### config.mk
export PLATFORM = sky130hd
export DESIGN_NAME = display_scan_cold
export DESIGN_NICKNAME = d
export VERILOG_FILES = /design/src/rtl/display_scan_cold.sv
export SDC_FILE = /design/constraint.sdc
export NUM_CORES = 1
export LEC_CHECK = 0
export CAP_MARGIN = 20
export CORE_MARGIN = 2
export CORE_UTILIZATION = 26
export CTS_CLUSTER_SIZE = 8
export DETAILED_ROUTE_END_ITERATION = 10
export PLACE_DENSITY = 0.53
export SYNTH_ARGS = -nofsm -noshare
export SYNTH_HDL_FRONTEND = slang
export SYNTH_SLANG_ARGS = --single-unit
### constraint.sdc
create_clock -name clk -period 2.5 [get_ports clk]
set_input_delay 0.5 -clock clk [delete_from_list [all_inputs] [get_ports clk]]
set_output_delay 0.5 -clock clk [all_outputs]
set_load 0.1 [all_outputs]
### src/rtl/display_scan_cold.sv
// Time-multiplexed seven-segment scanner: walks a one-cold, active-low anode select
// across N_DIGITS digits and decodes a frame-latched hex value to active-low segments.
module display_scan_cold #(
  parameter  int N_DIGITS     = 8,
  parameter  int PRESCALE     = 100000,
  parameter  int BLANK_CYCLES = 16,
  localparam int IW           = $clog2(N_DIGITS)
) (
  input  logic                  clk,
  input  logic                  reset_n,
  input  logic                  enable,
  input  logic [4*N_DIGITS-1:0] value,
  input  logic [N_DIGITS-1:0]   digit_mask,
  input  logic [N_DIGITS-1:0]   dp_in,
  output logic [N_DIGITS-1:0]   anodes,
  output logic [6:0]            segments,
  output logic                  dp,
  output logic [IW-1:0]         digit_idx,
  output logic                  frame_start
);

  localparam int CW = $clog2(PRESCALE);

  logic [CW-1:0]         cnt;
  logic [IW-1:0]         idx;
  logic [4*N_DIGITS-1:0] snap_value;
  logic [N_DIGITS-1:0]   snap_mask;
  logic [N_DIGITS-1:0]   snap_dp;

  logic       cnt_wrap;
  logic       idx_wrap;
  logic       snap_take;
  logic       lit;
  logic [3:0] nibble;

  // Active-low hex font, bit 0 = a ... bit 6 = g.
  function automatic logic [6:0] hex7(input logic [3:0] h);
    hex7 = 7'h7F;
    case (h)
      4'h0: hex7 = 7'b1000000;
      4'h1: hex7 = 7'b1111001;
      4'h2: hex7 = 7'b0100100;
      4'h3: hex7 = 7'b0110000;
      4'h4: hex7 = 7'b0011001;
      4'h5: hex7 = 7'b0010010;
      4'h6: hex7 = 7'b0000010;
      4'h7: hex7 = 7'b1111000;
      4'h8: hex7 = 7'b0000000;
      4'h9: hex7 = 7'b0010000;
      4'hA: hex7 = 7'b0001000;
      4'hB: hex7 = 7'b0000011;
      4'hC: hex7 = 7'b1000110;
      4'hD: hex7 = 7'b0100001;
      4'hE: hex7 = 7'b0000110;
      4'hF: hex7 = 7'b0001110;
      default: hex7 = 7'h7F;
    endcase
  endfunction

  // NOTE: every always_comb output is a pure function of its inputs with no path
  // that leaves it unassigned, so no latch can be inferred.
  always_comb begin
    cnt_wrap  = (cnt == CW'(PRESCALE - 1));
    idx_wrap  = (idx == IW'(N_DIGITS - 1));
    snap_take = enable && (cnt == '0) && (idx == '0);
    lit       = enable && (cnt >= CW'(BLANK_CYCLES)) && snap_mask[idx];
    nibble    = snap_value[{idx, 2'b00} +: 4];
  end

  // NOTE: state registers use non-blocking assignments so every flop samples
  // pre-edge values regardless of process evaluation order.
  always_ff @(posedge clk or negedge reset_n) begin
    if (!reset_n) begin
      cnt <= '0;
      idx <= '0;
    end else if (enable) begin
      if (cnt_wrap) begin
        cnt <= '0;
        idx <= idx_wrap ? '0 : idx + 1'b1;
      end else begin
        cnt <= cnt + 1'b1;
      end
    end
  end

  // NOTE: the frame registers are plain flops, not a RAM, so they take the async
  // reset like everything else and the display comes up blank and deterministic.
  // The snapshot lands at cnt==0, inside the blank window, so a frame change
  // never tears a lit digit.
  always_ff @(posedge clk or negedge reset_n) begin
    if (!reset_n) begin
      snap_value  <= '0;
      snap_mask   <= '0;
      snap_dp     <= '0;
      frame_start <= 1'b0;
    end else begin
      frame_start <= snap_take;
      if (snap_take) begin
        snap_value <= value;
        snap_mask  <= digit_mask;
        snap_dp    <= dp_in;
      end
    end
  end

  always_ff @(posedge clk or negedge reset_n) begin
    if (!reset_n) begin
      anodes   <= '1;
      segments <= 7'h7F;
      dp       <= 1'b1;
    end else if (lit) begin
      anodes   <= ~(N_DIGITS'(1) << idx);
      segments <= hex7(nibble);
      dp       <= ~snap_dp[idx];
    end else begin
      anodes   <= '1;
      segments <= 7'h7F;
      dp       <= 1'b1;
    end
  end

  assign digit_idx = idx;

endmodule

# Word level (Yosys, flattened, before mapping)
# Memory sizes are Yosys's and may differ from the RTL's.
# Cells that the tools add are included.
dict set report totals {
  ff_bits 85
  rom_bits 112
  in_bits 51
  out_inout_bits 20
  wordCells 36
  n_memories 1
}
# name words width read_ports rd_ports_with_merged_regs wr line_no
set mem_list {}
lappend mem_list {{(name not given)} 16 7 1 0 0 39} ;# case (h)
dict set report op_classes {
  addsub 2
  magnitude_cmp 2
  n_eq_ne 2
  n_shift 2
  n_mux 9
  n_bitwise 2
  n_reduce_logical 7
}
# cell count
set op_table {}
lappend op_table {{$shiftx 32x6->4} 1}
lappend op_table {{$add 17x1->17 const B} 1}
lappend op_table {{$eq 17x17->1 const B} 1}
lappend op_table {{$ge 17x5->1 const B} 1}
lappend op_table {{$logic_not 17->1} 1}
lappend op_table {{$mux 17} 1}
lappend op_table {{$mux 8} 1}
lappend op_table {{$not 8->8} 1}
lappend op_table {{$shl 1x3->8 const A} 1}
lappend op_table {{$mux 7} 1}
lappend op_table {{$bmux 1 s3} 2}
lappend op_table {{$logic_and 1x1->1} 4}
lappend op_table {{$lt 3x4->1 const B} 1}
lappend op_table {{$add 3x1->3 const B} 1}
lappend op_table {{$eq 3x3->1 const B} 1}
lappend op_table {{$logic_not 3->1} 1}
lappend op_table {{$mux 1} 3}
lappend op_table {{$mux 3} 1}
lappend op_table {{$reduce_and 2->1} 1}
lappend op_table {{$not 1->1} 1}

# Depth between registers and ports, before layout
dict set report logic_depth {
  word_depth 4
  mapped_depth 11
  depth_no_buf 8
}

# Worst setup path after synthesis
# Ideal clock, no wire load.
dict set report synth_timing {
  kind {flip-flop to flip-flop}
  startpoint {register idx[0], in the netlist digit_idx[0]}
  endpoint {register segments[4]}
  setup_ns 0.087
  t_arrival_ns 2.723
  required_time_ns 2.413
  slack_ns -0.310
  path_stages_with_launch 9
  n_path_buf 2
  period_less_slack_ns 2.810
  path_cell_list {dfrtp_1 buf_6 buf_12 mux4_2 mux2_4 ha_1 mux2_4 nand2_2 o211ai_2}
}
dict set report synth_via {
  elab_chain_len 4
  word_cells_on_any_way 6
  classes_between {shift (1); mux (3); reduce/logical (1); memory (1)}
}
# element line_no
set synth_lines {}
lappend synth_lines {{start, declared} 25} ;# logic [IW-1:0] idx;
lappend synth_lines {{start signal, assigned} 79} ;# idx <= idx_wrap ? '0 : idx + 1'b1;
lappend synth_lines {{branches (longest 3 deep; another with $mem_v2 16x7)} -}
lappend synth_lines {{$mux 7 (*)} 111} ;# end else if (lit) begin
lappend synth_lines {{end signal, assigned} 113} ;# segments <= hex7(nibble);
lappend synth_lines {{end, declared} 16} ;# output logic [6:0] segments,
# Mark *: on every way between the ends. The select of a mux whose other input is x is not followed.
# A chain may end at the register's enable or synchronous reset.

# Final worst setup path
dict set report layout_timing {
  startpoint {register idx[0], in the netlist digit_idx[0]}
  endpoint {register snap_value[30]}
}
dict set report layout_via {
  elab_chain_len 2
}
# element line_no
set layout_lines {}
lappend layout_lines {{$logic_not 3->1} 65} ;# snap_take = enable && (cnt == '0) && (idx == '0);
lappend layout_lines {{$logic_and 1x1->1} 65}
lappend layout_lines {{end signal, assigned} 99} ;# snap_value <= value;
lappend layout_lines {{end, declared} 26} ;# logic [4*N_DIGITS-1:0] snap_value;
# No other way between the ends.

==> results.md <==
* Worst Setup Start Kind: flip-flop
* Placement Setup Slack at 0.178 ns
* Sw Pwr at 733 uW
* ANT cells at 0
* Clock sink total at 85
* Number of global-route vias before repair at 2716
* Final setup viols at 0
* Power Internal at 2.28 mW
* Area of the core at 15300 um2
* Synthesized cell area at 4060 um2
* Rel. slew slack at 69.5%
* Crit path time final at 2.32 ns
* Final Max Slew Viols at 0
* Worst Path Arrival at 2.55 ns
* Routability cong. at 0.816
* Synth Area in XOR/XNOR at 2.80%
* Final setup TNS at 0 ns
* Initial antenna violation count at 0
* GRT Total Usage at 11.5%
* DIE AREA at 16600 um2
* Area of the multi-input gates at 1780 um2
* Worst-case clock buffer depth at 2
* Clock share of power at 43.3%
* Post-Synth Adder-Cell Area at 4.31%
* Global-route wire length before repair at 14300 um
* Ports at 71
* CTS root buf: clkbuf_16
* Routed len/inst at 14.8 um
* VDD IR max at 0.000314 V
* Hold Fails Final Rpt at 0
* Core Util, Final at 34.6%
* Post-synth EDFFs at 0
* Worst-Skew Late Latency at 0.35 ns
* Critical path class: reg -> reg
* # hold bufs at CTS at 0
* WHS at 0.111 ns
* Antenna-violating nets left at 0
* Predominant post-synthesis flop cell: dfrtp_1
* Fraction of layout cells with a size suffix above 1 at 33.2%
* Max-cap violations at 0
* Num CTS Buffers at 9
* Simple-gate share of the synthesized area at 9.03%
* GRT overflow at 0
* Comb power frac at 7.4%
* Largest net degree at the start of global routing at 52
* Worst slew pin tran at 0.449 ns
* P&R area growth vs syn at 30.1%
* Status: completed
* Final worst path period share at 92.9%
* Placed cell count at 578
* Synth Area per Inst at 13.5 um2
* HP Class: in -> async
* Largest family of logic cells by synthesized area: multiplexers
* Worst EP required at 2.73 ns
* Storage cell area at 2150 um2
* Yosys cell types at 43
* Total DRC errors in the routed layout at 0
* R2r setup slk at 0.18 ns
* Sw Ratio at 24.3%
* Placed Area at 4990 um2
* Die Height at 129 um
* Site Rows at 45
* Fmax achieved at 0.431 GHz
* Setup bufs post-CTS at 0
* Synth Area in Compound Gates at 3.57%
* IO buf count at 70
* Chip width at 129 um
* Leak pwr at 2.38 nW
* Clk_skew at 0.00710 ns
* Critical Path Fanout Max at 49
* Asr flop ratio synth at 100%
* Via count at 2613
* Syn nets at 365
* Post-route setup slack at 0.178 ns
* Fillers at 1531
* First-pass iteration count of the detailed router at 4
* DR iter-0 viols at 124
* Mux cell area share after synthesis at 23.8%
* Via density at 4.40
* Post-route total power at 3.02 mW
* Pwr dens at 571 nW/um2
* RSZ-0062 raised after global routing: false
* CTS tree: yes
* Fin cells at 594
* Number of warning messages in the yosys log at 0
* Number of cells produced by synthesis at 300
* Post_cts resized at 0
* Final instance area at 5280 um2
* Post-detail-place hpwl at 6470 um
* Sequential power share at 49.3%
* Seq/Total Area, Yosys at 52.9%
* Clk pin slew, worst setup/hold paths at 0.06 ns
* Worst setup EP type: flip-flop
* Yosys reg bits at 85
* Starting Density at 26.6%
* H-Tree Depth at 3
* WL final at 8820 um
* NumNets Final at 443
-- Yosys cell counts, drive strengths merged (5+ instances only) --
cell type | instances | area [um2]
xor2 | 6 | 52.6
dfrtp | 69 | 1730
ha | 14 | 175
mux4 | 12 | 312
xnor2 | 7 | 61.3
nand2 | 25 | 96.4
inv | 10 | 37.5
nor2 | 14 | 52.6
nand4 | 5 | 31.3
buf | 13 | 100
mux2i | 5 | 62.6
nand3 | 11 | 55.1
dfstp | 16 | 420
mux2 | 52 | 593
nor3 | 5 | 25.0
-- state kept, by name, indices dropped and copies added, names as in the netlist --
register,flops
snap_mask,8
snap_dp,8
snap_value,32
frame_start,1
cnt,17
segments,7
digit_idx,3
dp,1
anodes,8
-- cell type report --
| type | instances | share of cell area [%] |
|---|---|---|
| clock buffers | 11 | 4.78 |
| clock inverters | 5 | 0.805 |
| inverters | 11 | 0.782 |
| multi-input cells | 190 | 33.6 |
| flip-flops and latches | 85 | 40.7 |
| well taps | 211 | 5.00 |
| repair buffers | 81 | 14.3 |
-- critical path, stage by stage (launching register included) --
cell and delay [ns]:
dfrtp_2 0.52, buf_4 0.23, inv_1 0.09, ha_1 0.22
nand2_1 0.07, nor3_1 0.16, nand3_1 0.14, nor2_4 0.12
buf_12 0.26, mux2_2 0.37
-- cells in the final DEF (no fill, tap or decap), types with 9 or more instances in the layout --
cell / instances
buf_4: 30
clkbuf_16: 9
clkdlybuf4s50_1: 49
dfrtp_1: 66
dfstp_2: 16
ha_1: 14
inv_1: 10
mux2_2: 50
mux4_1: 11
nand2_1: 24
nand3_1: 11
nor2_1: 13
-- power groups by stage --
stage / registers [mW] / logic (mW) / clock network (mW)
5_1_grt: 1.49 / 0.250 / 1.40
4_1_cts: 1.48 / 0.227 / 1.35
3_5_place_dp: 1.51 / 0.226 / 0
3_3_place_gp: 1.51 / 0.224 / 0
2_1_floorplan: 1.49 / 0.0911 / 0
6_report: 1.49 / 0.222 / 1.31
-- kinds of logic after synthesis --
family | after synthesis
flip-flops | 85
AO/OA/AOI/OAI | 20
adder cells (fa/ha/maj) | 14
buffers and inverters | 25
AND/OR/NAND/NOR | 74
XOR/XNOR | 13
multiplexers | 69
-- per-layer routing --
layer,vias up,routed length [um],GRT usage [%]
met5,-,0,0
met1,1304,4170,15.8
met3,10,469,2.91
met2,62,4020,17.2
li1,1237,-,-
met4,0,166,4.80
-- worst paths after layout --
check,from,endpoint,cells after the start
worst max-delay path,digit_idx[0]$_DFFE_PN0P_,snap_value[30]$_DFFE_PN0P_,9
worst max register to register,digit_idx[0]$_DFFE_PN0P_,snap_value[30]$_DFFE_PN0P_,9
worst min register to register,snap_mask[5]$_DFFE_PN0P_,snap_mask[5]$_DFFE_PN0P_,1
worst min-delay path,reset_n,cnt[1]$_DFFE_PN0P_,1
max in group asynchronous,reset_n,segments[5]$_DFF_PN1_,2
min in group clk,snap_mask[5]$_DFFE_PN0P_,snap_mask[5]$_DFFE_PN0P_,1
No activity file was read; power rests on OpenSTA's default activity.
